$ cat config.mk
export PLATFORM = sky130hd
export DESIGN_NAME = ps2_key_rx
export DESIGN_NICKNAME = d
export VERILOG_FILES = /design/src/rtl/ps2_pkg.sv /design/src/rtl/ps2_line_filter.sv /design/src/rtl/ps2_key_rx.sv
export SDC_FILE = /design/constraint.sdc
export NUM_CORES = 1
export LEC_CHECK = 0
export BUFFER_PORTS_ARGS = -buffer_cell sky130_fd_sc_hd__buf_2
export CAP_MARGIN = 30
export CORE_MARGIN = 10
export CORE_UTILIZATION = 55
export DETAILED_ROUTE_END_ITERATION = 10
export MAX_ROUTING_LAYER = met4
export PLACE_DENSITY_LB_ADDON = 0.25
export REMOVE_ABC_BUFFERS = 1
export SETUP_SLACK_MARGIN = 0.5
export SLEW_MARGIN = 25
export SYNTH_ARGS = -nofsm -noshare
export SYNTH_HDL_FRONTEND = slang
export SYNTH_HIERARCHICAL = 1
export SYNTH_SLANG_ARGS = --single-unit
$ cat constraint.sdc
create_clock -name clk_sys -period 1.9 [get_ports clk_sys]
set_input_delay 0.095 -clock clk_sys [delete_from_list [all_inputs] [get_ports clk_sys]]
set_output_delay 0.095 -clock clk_sys [all_outputs]
set_load 0.03 [all_outputs]
$ cat src/rtl/ps2_pkg.sv
`default_nettype none
// +------------------------------------------------------------------------+
// | Package     : ps2_pkg                                                  |
// | Description : Shared constants for the PS/2 keyboard receiver: frame   |
// |               FSM state encoding, scancode prefix bytes and the set of |
// |               keyboard response bytes that never form a key event.     |
// | Revision    : 1.0 - initial release                                    |
// +------------------------------------------------------------------------+
package ps2_pkg;

    // Frame FSM state encoding
    localparam logic [1:0] ST_IDLE   = 2'd0;
    localparam logic [1:0] ST_DATA   = 2'd1;
    localparam logic [1:0] ST_PARITY = 2'd2;
    localparam logic [1:0] ST_STOP   = 2'd3;

    // Scancode prefixes
    localparam logic [7:0] PFX_EXT   = 8'hE0;
    localparam logic [7:0] PFX_REL   = 8'hF0;
    localparam logic [7:0] PFX_PAUSE = 8'hE1;

    // Keyboard responses (ack, BAT result, echo, resend, errors) that are
    // silently dropped without touching the prefix flags.
    function automatic logic is_discard(input logic [7:0] code);
        logic hit;
        hit = 1'b0;
        case (code)
            8'h00, 8'hAA, 8'hEE, 8'hFA, 8'hFE, 8'hFF: hit = 1'b1;
            default:                                   hit = 1'b0;
        endcase
        return hit;
    endfunction

endpackage
`default_nettype wire

$ cat src/rtl/ps2_line_filter.sv
`default_nettype none
// +------------------------------------------------------------------------+
// | Module      : ps2_line_filter                                          |
// | Description : Two-flop synchroniser followed by a glitch filter for    |
// |               one raw PS/2 line. The filtered output idles high and    |
// |               only changes after FILTER_LEN consecutive synchronised   |
// |               samples disagree with it.                                |
// | Ports       : clk_sys - system clock                                   |
// |               reset   - asynchronous active-high reset                 |
// |               i_line  - raw asynchronous line                          |
// |               o_line  - synchronised, filtered line                    |
// | Revision    : 1.0 - initial release                                    |
// +------------------------------------------------------------------------+
module ps2_line_filter #(
    parameter int FILTER_LEN = 8
) (
    input  logic clk_sys,
    input  logic reset,
    input  logic i_line,
    output logic o_line
);

    localparam int                 c_CNT_W    = $clog2(FILTER_LEN + 1);
    localparam logic [c_CNT_W-1:0] c_CNT_LAST = c_CNT_W'(FILTER_LEN - 1);

    logic [1:0]         r_sync;
    logic               r_filt;
    logic [c_CNT_W-1:0] r_cnt;

    always_ff @(posedge clk_sys or posedge reset) begin
        if (reset) begin
            r_sync <= 2'b11;
            r_filt <= 1'b1;
            r_cnt  <= '0;
        end else begin
            r_sync <= {r_sync[0], i_line};
            // Any sample that agrees with the current output restarts the run,
            // so only an unbroken run of FILTER_LEN differing samples flips it.
            if (r_sync[1] == r_filt) begin
                r_cnt <= '0;
            end else if (r_cnt == c_CNT_LAST) begin
                r_filt <= r_sync[1];
                r_cnt  <= '0;
            end else begin
                r_cnt <= r_cnt + c_CNT_W'(1);
            end
        end
    end

    assign o_line = r_filt;

endmodule
`default_nettype wire

$ cat src/rtl/ps2_key_rx.sv
`default_nettype none
// +------------------------------------------------------------------------+
// | Module      : ps2_key_rx                                               |
// | Description : PS/2 keyboard receiver. Filters both lines, deserialises |
// |               11-bit frames, checks odd parity and stop bit, folds     |
// |               E0/F0 prefixes into one toggle-strobed key event and     |
// |               swallows the Pause (E1) sequence.                        |
// | Ports       : clk_sys     - system clock                               |
// |               reset       - asynchronous active-high reset             |
// |               ps2_clk_in  - raw PS/2 clock line                        |
// |               ps2_data_in - raw PS/2 data line                         |
// |               ps2_key     - {toggle, pressed, extended, scancode}      |
// |               parity_err  - one-cycle pulse on odd-parity failure      |
// |               frame_err   - one-cycle pulse on start/stop/timeout      |
// | Revision    : 1.0 - initial release                                    |
// +------------------------------------------------------------------------+
module ps2_key_rx #(
    parameter int FILTER_LEN = 8,
    parameter int TIMEOUT    = 50000
) (
    input  logic        clk_sys,
    input  logic        reset,
    input  logic        ps2_clk_in,
    input  logic        ps2_data_in,
    output logic [10:0] ps2_key,
    output logic        parity_err,
    output logic        frame_err
);

    import ps2_pkg::*;

    localparam int                 c_TMO_W   = $clog2(TIMEOUT + 1);
    localparam logic [c_TMO_W-1:0] c_TMO_MAX = c_TMO_W'(TIMEOUT);

    logic               w_clk_f;
    logic               w_data_f;
    logic               r_clk_q;
    logic               w_fall;

    logic [1:0]         r_state;
    logic [1:0]         w_state_nxt;
    logic               w_frame_done;
    logic               w_start_err;
    logic               w_timeout;
    logic               w_par_ok;

    logic [2:0]         r_bit_cnt;
    logic [7:0]         r_shift;
    logic               r_parity;
    logic [c_TMO_W-1:0] r_tmo_cnt;
    logic               r_ext;
    logic               r_rel;
    logic [2:0]         r_skip;
    logic [10:0]        r_key;
    logic               r_parity_err;
    logic               r_frame_err;

    ps2_line_filter #(.FILTER_LEN(FILTER_LEN)) u_clk_filter (
        .clk_sys (clk_sys),
        .reset   (reset),
        .i_line  (ps2_clk_in),
        .o_line  (w_clk_f)
    );

    ps2_line_filter #(.FILTER_LEN(FILTER_LEN)) u_data_filter (
        .clk_sys (clk_sys),
        .reset   (reset),
        .i_line  (ps2_data_in),
        .o_line  (w_data_f)
    );

    // Falling edge of the filtered clock, valid the cycle after it fell.
    assign w_fall   = r_clk_q & ~w_clk_f;
    // Odd parity: data bits plus parity bit must contain an odd number of ones.
    assign w_par_ok = ^{r_shift, r_parity};

    always_ff @(posedge clk_sys or posedge reset) begin
        if (reset) begin
            r_clk_q <= 1'b1;
            r_state <= ST_IDLE;
        end else begin
            r_clk_q <= w_clk_f;
            r_state <= w_state_nxt;
        end
    end

    always_comb begin
        w_state_nxt  = r_state;
        w_frame_done = 1'b0;
        w_start_err  = 1'b0;
        w_timeout    = 1'b0;
        // An edge takes precedence over a timeout landing in the same cycle.
        if (w_fall) begin
            case (r_state)
                ST_IDLE: begin
                    if (!w_data_f) begin
                        w_state_nxt = ST_DATA;
                    end else begin
                        w_start_err = 1'b1;
                    end
                end
                ST_DATA: begin
                    if (r_bit_cnt == 3'd7) begin
                        w_state_nxt = ST_PARITY;
                    end
                end
                ST_PARITY: begin
                    w_state_nxt = ST_STOP;
                end
                default: begin
                    w_state_nxt  = ST_IDLE;
                    w_frame_done = 1'b1;
                end
            endcase
        end else if ((r_state != ST_IDLE) && (r_tmo_cnt == c_TMO_MAX)) begin
            w_state_nxt = ST_IDLE;
            w_timeout   = 1'b1;
        end
    end

    // Inactivity counter: restarted by every edge, frozen while idle.
    always_ff @(posedge clk_sys or posedge reset) begin
        if (reset) begin
            r_tmo_cnt <= '0;
        end else if (w_fall) begin
            r_tmo_cnt <= '0;
        end else if ((r_state != ST_IDLE) && (r_tmo_cnt != c_TMO_MAX)) begin
            r_tmo_cnt <= r_tmo_cnt + c_TMO_W'(1);
        end
    end

    always_ff @(posedge clk_sys or posedge reset) begin
        if (reset) begin
            r_bit_cnt    <= 3'd0;
            r_shift      <= 8'h00;
            r_parity     <= 1'b0;
            r_ext        <= 1'b0;
            r_rel        <= 1'b0;
            r_skip       <= 3'd0;
            r_key        <= 11'h000;
            r_parity_err <= 1'b0;
            r_frame_err  <= 1'b0;
        end else begin
            r_parity_err <= 1'b0;
            r_frame_err  <= 1'b0;

            if (w_fall) begin
                case (r_state)
                    ST_IDLE: begin
                        r_bit_cnt <= 3'd0;
                    end
                    ST_DATA: begin
                        r_shift   <= {w_data_f, r_shift[7:1]};
                        r_bit_cnt <= r_bit_cnt + 3'd1;
                    end
                    ST_PARITY: begin
                        r_parity <= w_data_f;
                    end
                    default: begin
                    end
                endcase
            end

            // In the stop state the sampled data line is the stop bit itself.
            if (w_start_err || w_timeout || (w_frame_done && !w_data_f)) begin
                r_frame_err <= 1'b1;
                r_ext       <= 1'b0;
                r_rel       <= 1'b0;
                r_skip      <= 3'd0;
            end else if (w_frame_done && !w_par_ok) begin
                r_parity_err <= 1'b1;
                r_ext        <= 1'b0;
                r_rel        <= 1'b0;
                r_skip       <= 3'd0;
            end else if (w_frame_done) begin
                // Bytes still owed to a Pause sequence are eaten whatever
                // their value, prefixes included.
                if (r_skip != 3'd0) begin
                    r_skip <= r_skip - 3'd1;
                end else if (r_shift == PFX_EXT) begin
                    r_ext <= 1'b1;
                end else if (r_shift == PFX_REL) begin
                    r_rel <= 1'b1;
                end else if (r_shift == PFX_PAUSE) begin
                    r_skip <= 3'd7;
                end else if (!is_discard(r_shift)) begin
                    r_key <= {~r_key[10], ~r_rel, r_ext, r_shift};
                    r_ext <= 1'b0;
                    r_rel <= 1'b0;
                end
            end
        end
    end

    assign ps2_key    = r_key;
    assign parity_err = r_parity_err;
    assign frame_err  = r_frame_err;

endmodule
`default_nettype wire

==> results of run 1 <==
-- power groups by stage --
stage	Combinational [mW]	Sequential [mW]	Clock (mW)
final	0.758	1.59	1.44
after global routing	0.836	1.61	1.51
after CTS	0.634	1.57	1.45
after detailed placement	0.487	1.60	0
after global placement	0.479	1.60	0
after floorplan	0.341	1.59	0
-- flip-flops by register name, indices dropped and copies added, names as in the netlist, 2 cells and up --
register              count
r_tmo_cnt                16
ps2_key                  11
r_shift                   8
u_clk_filter/r_cnt        4
u_data_filter/r_cnt       4
r_bit_cnt                 3
r_skip                    3
r_state                   2
u_clk_filter/r_sync       2
u_data_filter/r_sync      2
-- stage by stage --
stage / setup WS, ns / hold slack [ns] / power (mW) / utilization
6_report: -0.110 / 0.232 / 3.79 / 0.799
5_1_grt: -0.196 / 0.271 / 3.96 / 0.799
4_1_cts: -0.0147 / 0.238 / 3.66 / 0.749
3_5_place_dp: -0.107 / 0.0614 / 2.09 / 0.627
3_3_place_gp: -0.0741 / 0.0631 / 2.08 / 0.627
2_1_floorplan: -0.418 / -0.104 / 1.93 / -
-- layout by cell type (no fill, tap or decap), drive strengths merged, types with 5 or more instances in the layout --
cell	Yosys	layout
xor2	13	13
a211oi	6	6
nor2b	5	5
and3	5	5
nor2	29	30
inv	12	12
a21oi	6	6
mux2	22	22
clkbuf	3	10
o21ai	8	8
nand2	19	20
dfstp	7	7
xnor2	13	13
dfrtp	56	56
buf	5	69
ha	12	12
-- worst paths after layout --
| check | to | cells after the start | from |
|---|---|---|---|
| hold reg to reg | u_clk_filter/r_sync[1]$_DFF_PP1_ | 0 | u_clk_filter/r_sync[0]$_DFF_PP1_ |
| min in group clk_sys | u_clk_filter/r_sync[1]$_DFF_PP1_ | 0 | u_clk_filter/r_sync[0]$_DFF_PP1_ |
| hold / removal | u_clk_filter/r_cnt[0]$_DFF_PP0_ | 3 | reset |
| max in group asynchronous | r_shift[6]$_DFFE_PP0P_ | 4 | reset |
| setup / recovery | ps2_key[2]$_DFFE_PP0P_ | 7 | r_shift[0]$_DFFE_PP0P_ |
| setup reg to reg | ps2_key[2]$_DFFE_PP0P_ | 7 | r_shift[0]$_DFFE_PP0P_ |
-- layer usage --
metal	up-vias	part of all wire	track usage	wire, µm
li1	1090	-	-	-
met1	1175	0.46	0.207	3470
met4	0	0.011	0.0725	85
met3	10	0.041	0.0361	308
met2	50	0.49	0.228	3710
met5	-	0	-	0
-- cells by family after synthesis --
logic type      synth area share
compound gates            0.0757
mux                       0.0957
fa+ha+maj                 0.0480
simple gates               0.159
flops                      0.507
xor+xnor                  0.0865
buf+inv                   0.0284
-- layout make-up --
cell class                 count  area (µm²)  share of cell area
clock inverter                 6         108              0.0245
inverter                      12        45.0              0.0102
sequential                    63        1590               0.362
clock buffer                  10         138              0.0313
tap                           72        90.1              0.0205
multi-input combinational    185        1860               0.422
timing repair buffer          72         569               0.129
-- timing repair --
| action | CTS | global route |
|---|---|---|
| setup endpoints to repair | 46 | 48 |
| hold endpoints to repair | 37 | 0 |
| pin swaps | 25 | 18 |
| resized for setup | 63 | 45 |
| gates cloned | 2 | 0 |
| setup buffers | 15 | 13 |
| hold buffers | 3 | 0 |
-- worst min-delay path: stages --
cell and delay, ns:
dlygate4sd3_1 0.52, buf_2 0.14, inv_1 0.21
==> flow_summary.toml, run 1 <==
[floorplanning]
dieWidth_um = 95.4
die_area_um2 = 9100
initial_core_util = 0.568
row_count = 27
core_region_area_um2 = 5510
die_h_um = 95.4
io_pins = 17

[worst_setup_path]
start_kind = "flip-flop"
arrival_ns = 2.23
critical_path_class = "flip-flop to flip-flop"
end_kind = "flip-flop"
cp_num_buf_inv = 2
cp_slowest_cell = "dfrtp_1"
crit_fanout = 5
crit_family = "compound AO/OA/AOI/OAI gates"
worstPathRequired_ns = 2.12
r2r_slack_ns = -0.11
max_stage_delay_ns = 0.41
crit_chain = "buf_6 > buf_4 > nor3_1 > a22oi_2 > o221ai_4 > nor2_4 > mux2_4"

[sta]
setup_viol = 11
min_period_over_period = 1.06
finClkSkew_ns = 0.00986
fin_crit_ns = 2.01
worst_slack_ns = -0.110
rsz0062_at_grt = "true"
finalSetupTns_ns = -0.836
hold_viol = 0
max_freq_mhz = 497
finalMaxSlewViolations = 0
tightest_slew_ns = 0.514
max-slew-margin-rel = 0.657

[cts]
cts_tree = "yes"
cts_buffers = 9
root_buffer = "clkbuf_8"
clock_latency_ns = 0.34
clk_pin_slew_worst_paths_ns = 0.07
clockBufferDepth = 2
htree_levels = 3
cts_sinks = 63

[finish]
antenna_cells = 0
synthToLayoutAreaGrowth_pct = 40.8
fillers = 272
drive_gt1_frac = 0.546
design_area_um2 = 4400
final_cells = 420
layout.nets = 359

[yosys]
netlist_top_cells_count = "dfrtp_1 (56), nor2_1 (28), nand2_1 (19), xnor2_1 (13)"
syn-cell-area_um2 = 3130
synth_edf_count = 0
synthCells = 266
netlist.area_leader.share = 0.448
synth_most_common_cell = "dfrtp_1"
synth.distinct_cells = 48
synth_warnings = 6
yosys.area.top_type = "dfrtp_1"
postSynthRegisterBits = 63
ys_seq_area_frac = 0.507
ys.flop_type = "dfrtp_1"
synthTopCellsByArea = "dfrtp_1 (45%), dfstp_2 (5.9%), mux2_4 (5.3%)"
syn_area_per_cell_um2 = 11.7
async_reset_ff_frac = 1.00

[placement]
gp_congestion = 0.787
postPlaceCellArea_um2 = 3450
place_inst = 371
port_buffers = 16
dp_hpwl_um = 3950

[power_and_ir_drop]
p_switching_mw = 1.04
powerDensity_nw_per_um2 = 861
swShare = 0.275
p_leak_nw = 2.09
pwr-share-seq = 0.420
p_comb_frac = 0.200
p_int_mw = 2.74
clkPwrFrac = 0.379
ir_worst_vdd_mv = 0.587

[route]
first_iter_violations = 120
drt-total-wl_um = 7580
route.detailed.drc = 0
wire_per_inst_um = 18.0
dr_total_vias = 2325
drtAntennaViolNets = 0
via_per_inst = 5.54
firstDrtPassIters = 7

[hold_path]
hold_path_class = "input pin to async pin"

[global_routing]
grt_pass1_vias = 2196
grt_use_total = 0.158
antenna_found_initial = 0
grt_max_degree = 28
grt_pass1_wl_um = 10900
grt_overflow_total = 0

[flow_run]
cap_violations = 0

[outcome]
violations = "setup timing"
status = "finished, violations left"
Power figures use the tool's default switching activity.
==> run 2, diff against run 1 <==
Settings changed: SETUP_SLACK_MARGIN 0.5 to 0.15.
==> run 2 against run 1 <==
The run still ends with setup timing left. Die area unchanged. Final area shrank 7.3%. Hold slack worse by 0.0010 ns. Critical endpoint is now ps2_key[5]$_DFFE_PP0P_. Sequential power about the same. Sequential share of layout area rose by 2.7 points. Register-to-register slack better by 0.06 ns. Power decreased by 6.4%. Via count decreased by 5.5%. Flip-flop and latch count unchanged. Clock-buffer cell count stayed put.
==> flow_summary.toml, run 2 (synthesis results as in run 1) <==
[route]
dr_total_vias = 2198
first_iter_violations = 97
route.detailed.drc = 0
wire_per_inst_um = 16.3
drtAntennaViolNets = 0
firstDrtPassIters = 4
drt-total-wl_um = 6580
via_per_inst = 5.45

[hold_path]
hold_path_class = "input pin to async pin"

[flow_run]
cap_violations = 0

[sta]
finalMaxSlewViolations = 0
max-slew-margin-rel = 0.652
finClkSkew_ns = 0.00801
tightest_slew_ns = 0.522
setup_viol = 9
hold_ws_ns = 0.231
finalSetupTns_ns = -0.203
hold_viol = 0
min_period_over_period = 1.02
rsz0062_at_grt = "true"
max_freq_mhz = 514
worst_slack_ns = -0.0468
fin_crit_ns = 1.95

[floorplanning]
row_count = 27
dieWidth_um = 95.4
core_region_area_um2 = 5510
initial_core_util = 0.568
die_h_um = 95.4
io_pins = 17
die_area_um2 = 9100

[finish]
layout.nets = 342
synthToLayoutAreaGrowth_pct = 30.6
final_common_cell = "dfrtp_1"
antenna_cells = 0
largest-register = "r_tmo_cnt"
drive_gt1_frac = 0.447
layout_common_cells = "dfrtp_1 (53), buf_4 (29), nor2_1 (26)"
largest_reg_flops = 16

[power_and_ir_drop]
ir_worst_vdd_mv = 0.578
powerDensity_nw_per_um2 = 869
p_leak_nw = 1.94

[global_routing]
grt_pass1_wl_um = 9870
grt_overflow_total = 0
grt_use_total = 0.143
antenna_found_initial = 0
grt_pass1_vias = 2038
grt_max_degree = 28

[worst_setup_path]
timing.rr.end = "ps2_key[5]$_DFFE_PP0P_"
end_kind = "flip-flop"
arrival_ns = 2.17
crit_chain = "xnor2_2 > xnor3_2 > xor2_4 > nor2_4 > mux2_4"
worstPathRequired_ns = 2.12
startpoint = "r_shift[4]$_DFFE_PP0P_"
r2r_slack_ns = -0.05
crit_end = "ps2_key[5]$_DFFE_PP0P_"
cp_slowest_cell = "xnor3_2"
max_stage_delay_ns = 0.49
worstSetupPathDepth = 5
r2r-start = "r_shift[4]$_DFFE_PP0P_"
crit_family = "XOR/XNOR gates"
crit_fanout = 5
r2r_cells = 5
critical_path_class = "flip-flop to flip-flop"
cp_num_buf_inv = 0
start_kind = "flip-flop"

[cts]
clockBufferDepth = 2
clk_pin_slew_worst_paths_ns = 0.07
cts_sinks = 63
htree_levels = 3
root_buffer = "clkbuf_8"
cts_buffers = 9
cts_tree = "yes"
clock_latency_ns = 0.34

[placement]
port_buffers = 16
gp_congestion = 0.787
dp_hpwl_um = 3950

[outcome]
violations = "setup timing"
status = "finished, violations left"
[run 2: how the worst min path moves through the flow]
stage | startpoint | end | slack [ns] | cells past startpoint
CTS | reset | u_clk_filter/r_cnt[0]$_DFF_PP0_ | 0.24 | 3
global route | reset | u_data_filter/r_cnt[1]$_DFF_PP0_ | 0.27 | 3
finish | reset | u_clk_filter/r_cnt[1]$_DFF_PP0_ | 0.23 | 3
detailed placement | reset | u_clk_filter/r_cnt[0]$_DFF_PP0_ | 0.06 | 2
global placement | reset | u_data_filter/r_cnt[2]$_DFF_PP0_ | 0.06 | 2
floorplan | reset | u_clk_filter/r_cnt[0]$_DFF_PP0_ | -0.10 | 1
[run 2: metal layers]
layer	share of wire	vias up	wire (µm)	GRT usage
li1	-	1056	-	-
met1	0.47	1101	3130	0.192
met2	0.48	34	3140	0.195
met3	0.037	7	242	0.0361
met4	0.012	0	76	0.0725
met5	0	-	0	-
[run 2: tightest hold or removal path, stage by stage]
cell	delay, ns
dlygate4sd3_1	0.52
buf_2	0.14
inv_1	0.20
[run 2: repair_timing]
item	4_1_cts	5_1_grt
setup endpoints to repair	24	28
gates resized for setup	22	37
hold buffers	3	0
endpoints found under the hold margin	37	0
pin swaps	8	9
buffers inserted	4	8
gates cloned	1	0
[run 2: cell type report]
| class | instances | area (µm²) |
|---|---|---|
| multi-input cells | 184 | 1690 |
| well taps | 72 | 90.1 |
| repair buffers | 56 | 427 |
| clock buffers | 10 | 138 |
| fillers | 347 | 1430 |
| flip-flops and latches | 63 | 1590 |
| clock inverters | 6 | 108 |
| inverters | 12 | 45.0 |
[run 2: report_power, final]
| group | switching (mW) | internal [mW] | total (mW) |
|---|---|---|---|
| logic | 0.288 | 0.246 | 0.534 |
| registers | 0.107 | 1.48 | 1.58 |
| clock network | 0.527 | 0.902 | 1.43 |
| total | 0.921 | 2.62 | 3.55 |
[run 2: stage by stage]
step	total power, mW	worst slack [ns]	utilization	cells	cell area, µm²
floorplan	1.93	-0.418	-	258	3080
global placement	2.08	-0.0741	0.627	371	3450
detailed placement	2.09	-0.107	0.627	371	3450
CTS	3.53	-0.0147	0.702	395	3870
global route	3.72	-0.106	0.741	403	4080
finish	3.55	-0.0468	0.741	403	4080
==> run 3, diff against run 2 <==
Settings changed: RECOVER_POWER from default to 100.
==> run 3 against run 2 <==
The flow still finishes with violations (setup timing). Clock skew up 0.00081 ns. Final cell count unchanged. Wire length about the same. Register-to-register slack about the same.
==> flow_summary.toml, run 3 (synthesis results as in run 1) <==
[outcome]
status = "finished, violations left"
violations = "setup timing"

[power_and_ir_drop]
p_int_mw = 2.59
p_leak_nw = 1.85
p_comb_frac = 0.142
p_switching_mw = 0.922
swShare = 0.263
ir_worst_vdd_mv = 0.561
pwr-share-seq = 0.449
powerDensity_nw_per_um2 = 880
clkPwrFrac = 0.409

[worst_setup_path]
r2r_cells = 5
start_kind = "flip-flop"
end_kind = "flip-flop"
worstPathRequired_ns = 2.12
arrival_ns = 2.17
crit_fanout = 5
r2r_slack_ns = -0.04
critical_path_class = "flip-flop to flip-flop"

[floorplanning]
initial_core_util = 0.568
io_pins = 17
row_count = 27
core_region_area_um2 = 5510
dieWidth_um = 95.4
die_area_um2 = 9100
die_h_um = 95.4

[sta]
setup_viol = 9
finalMaxSlewViolations = 0
finalSetupTns_ns = -0.219
max_freq_mhz = 514
hold_viol = 0
worst_slack_ns = -0.0443
finClkSkew_ns = 0.00881
rsz0062_at_grt = "true"
max-slew-margin-rel = 0.415
tightest_slew_ns = 0.877
hold_ws_ns = 0.223
min_period_over_period = 1.02
fin_crit_ns = 1.94

[finish]
multi_input_area_um2 = 1650
final_common_cell = "dfrtp_1"
fillers = 378
drive_gt1_frac = 0.360
largest-register = "r_tmo_cnt"
antenna_cells = 0
synthToLayoutAreaGrowth_pct = 27.6
layout_common_cells = "dfrtp_1 (53), nor2_1 (26), buf_4 (26)"
largest_reg_flops = 16
layout.nets = 342
seqCellArea_um2 = 1590

[cts]
clock_latency_ns = 0.34
cts_sinks = 63
cts_buffers = 9
cts_tree = "yes"
clk_pin_slew_worst_paths_ns = 0.08
clockBufferDepth = 2
root_buffer = "clkbuf_8"
htree_levels = 3

[flow_run]
cap_violations = 0

[global_routing]
grt_max_degree = 28
grt_overflow_total = 0
grt_pass1_wl_um = 9870
antenna_found_initial = 0
grt_use_total = 0.143
grt_pass1_vias = 2038

[route]
route.detailed.drc = 0
first_iter_violations = 125
drt-total-wl_um = 6580
drtAntennaViolNets = 0
wire_per_inst_um = 16.3
firstDrtPassIters = 4
via_per_inst = 5.53
dr_total_vias = 2228

[placement]
preCtsSetupSlack_ns = -0.107
gp_congestion = 0.787
port_buffers = 16
dp_hpwl_um = 3950

[hold_path]
hold_path_class = "input pin to async pin"
-- run 3: changes by cell type in the layout (fill, tap and decap cells not counted), sizes merged --
cell	delta
clkbuf	+19
buf	-19
-- run 3: metrics by stage --
stage / utilization / instances / power [mW] / area [µm²]
after global placement: 0.627 / 371 / 2.08 / 3450
after global routing: 0.724 / 403 / 3.67 / 3990
after detailed placement: 0.627 / 371 / 2.09 / 3450
after floorplan: - / 258 / 1.93 / 3080
final: 0.724 / 403 / 3.51 / 3990
after CTS: 0.702 / 395 / 3.53 / 3870
-- run 3: worst max-delay path, cell delays in order (launching register included) --
cell and delay (ns):
dfrtp_2 0.45, xnor2_2 0.13, xnor3_2 0.49, xor2_4 0.21, nor2_4 0.21, mux2_4 0.33
-- run 3: routing by layer --
metal / wire [µm] / part of all wire / GRT usage
met4: 76 / 0.012 / 0.0725
met5: 0 / 0 / -
met3: 295 / 0.045 / 0.0361
met1: 3070 / 0.47 / 0.192
met2: 3140 / 0.48 / 0.195
-- run 3: area by class of cell --
| cell class | instances | area share |
|---|---|---|
| clock inverters | 6 | 0.0270 |
| multi-input cells | 184 | 0.413 |
| well taps | 72 | 0.0226 |
| flip-flops and latches | 63 | 0.398 |
| clock buffers | 10 | 0.0345 |
| inverters | 12 | 0.0113 |
| repair buffers | 56 | 0.0932 |
-- run 3: what timing repair did --
item | in CTS | in global routing
cloned | 1 | 0
gates resized for setup | 22 | 37
pin swaps | 8 | 9
endpoints found under the setup margin | 24 | 28
hold endpoints to repair | 37 | 0
setup buffers | 4 | 8
hold buffers | 3 | 0
-- run 3: path summary, 6_finish.rpt --
kind                                                   from                                to
hold / removal                                        reset   u_clk_filter/r_cnt[1]$_DFF_PP0_
max in group asynchronous                             reset            r_shift[4]$_DFFE_PP0P_
setup / recovery                     r_shift[4]$_DFFE_PP0P_            ps2_key[5]$_DFFE_PP0P_
setup reg to reg                     r_shift[4]$_DFFE_PP0P_            ps2_key[5]$_DFFE_PP0P_
hold reg to reg            u_clk_filter/r_sync[0]$_DFF_PP1_  u_clk_filter/r_sync[1]$_DFF_PP1_
min in group clk_sys       u_clk_filter/r_sync[0]$_DFF_PP1_  u_clk_filter/r_sync[1]$_DFF_PP1_
-- run 3: power by group through the flow --
stage,Clock (mW),Combinational (mW),Sequential (mW)
after floorplan,0,0.341,1.59
after global routing,1.51,0.569,1.60
after detailed placement,0,0.487,1.60
after global placement,0,0.479,1.60
after CTS,1.45,0.504,1.58
final,1.43,0.498,1.58
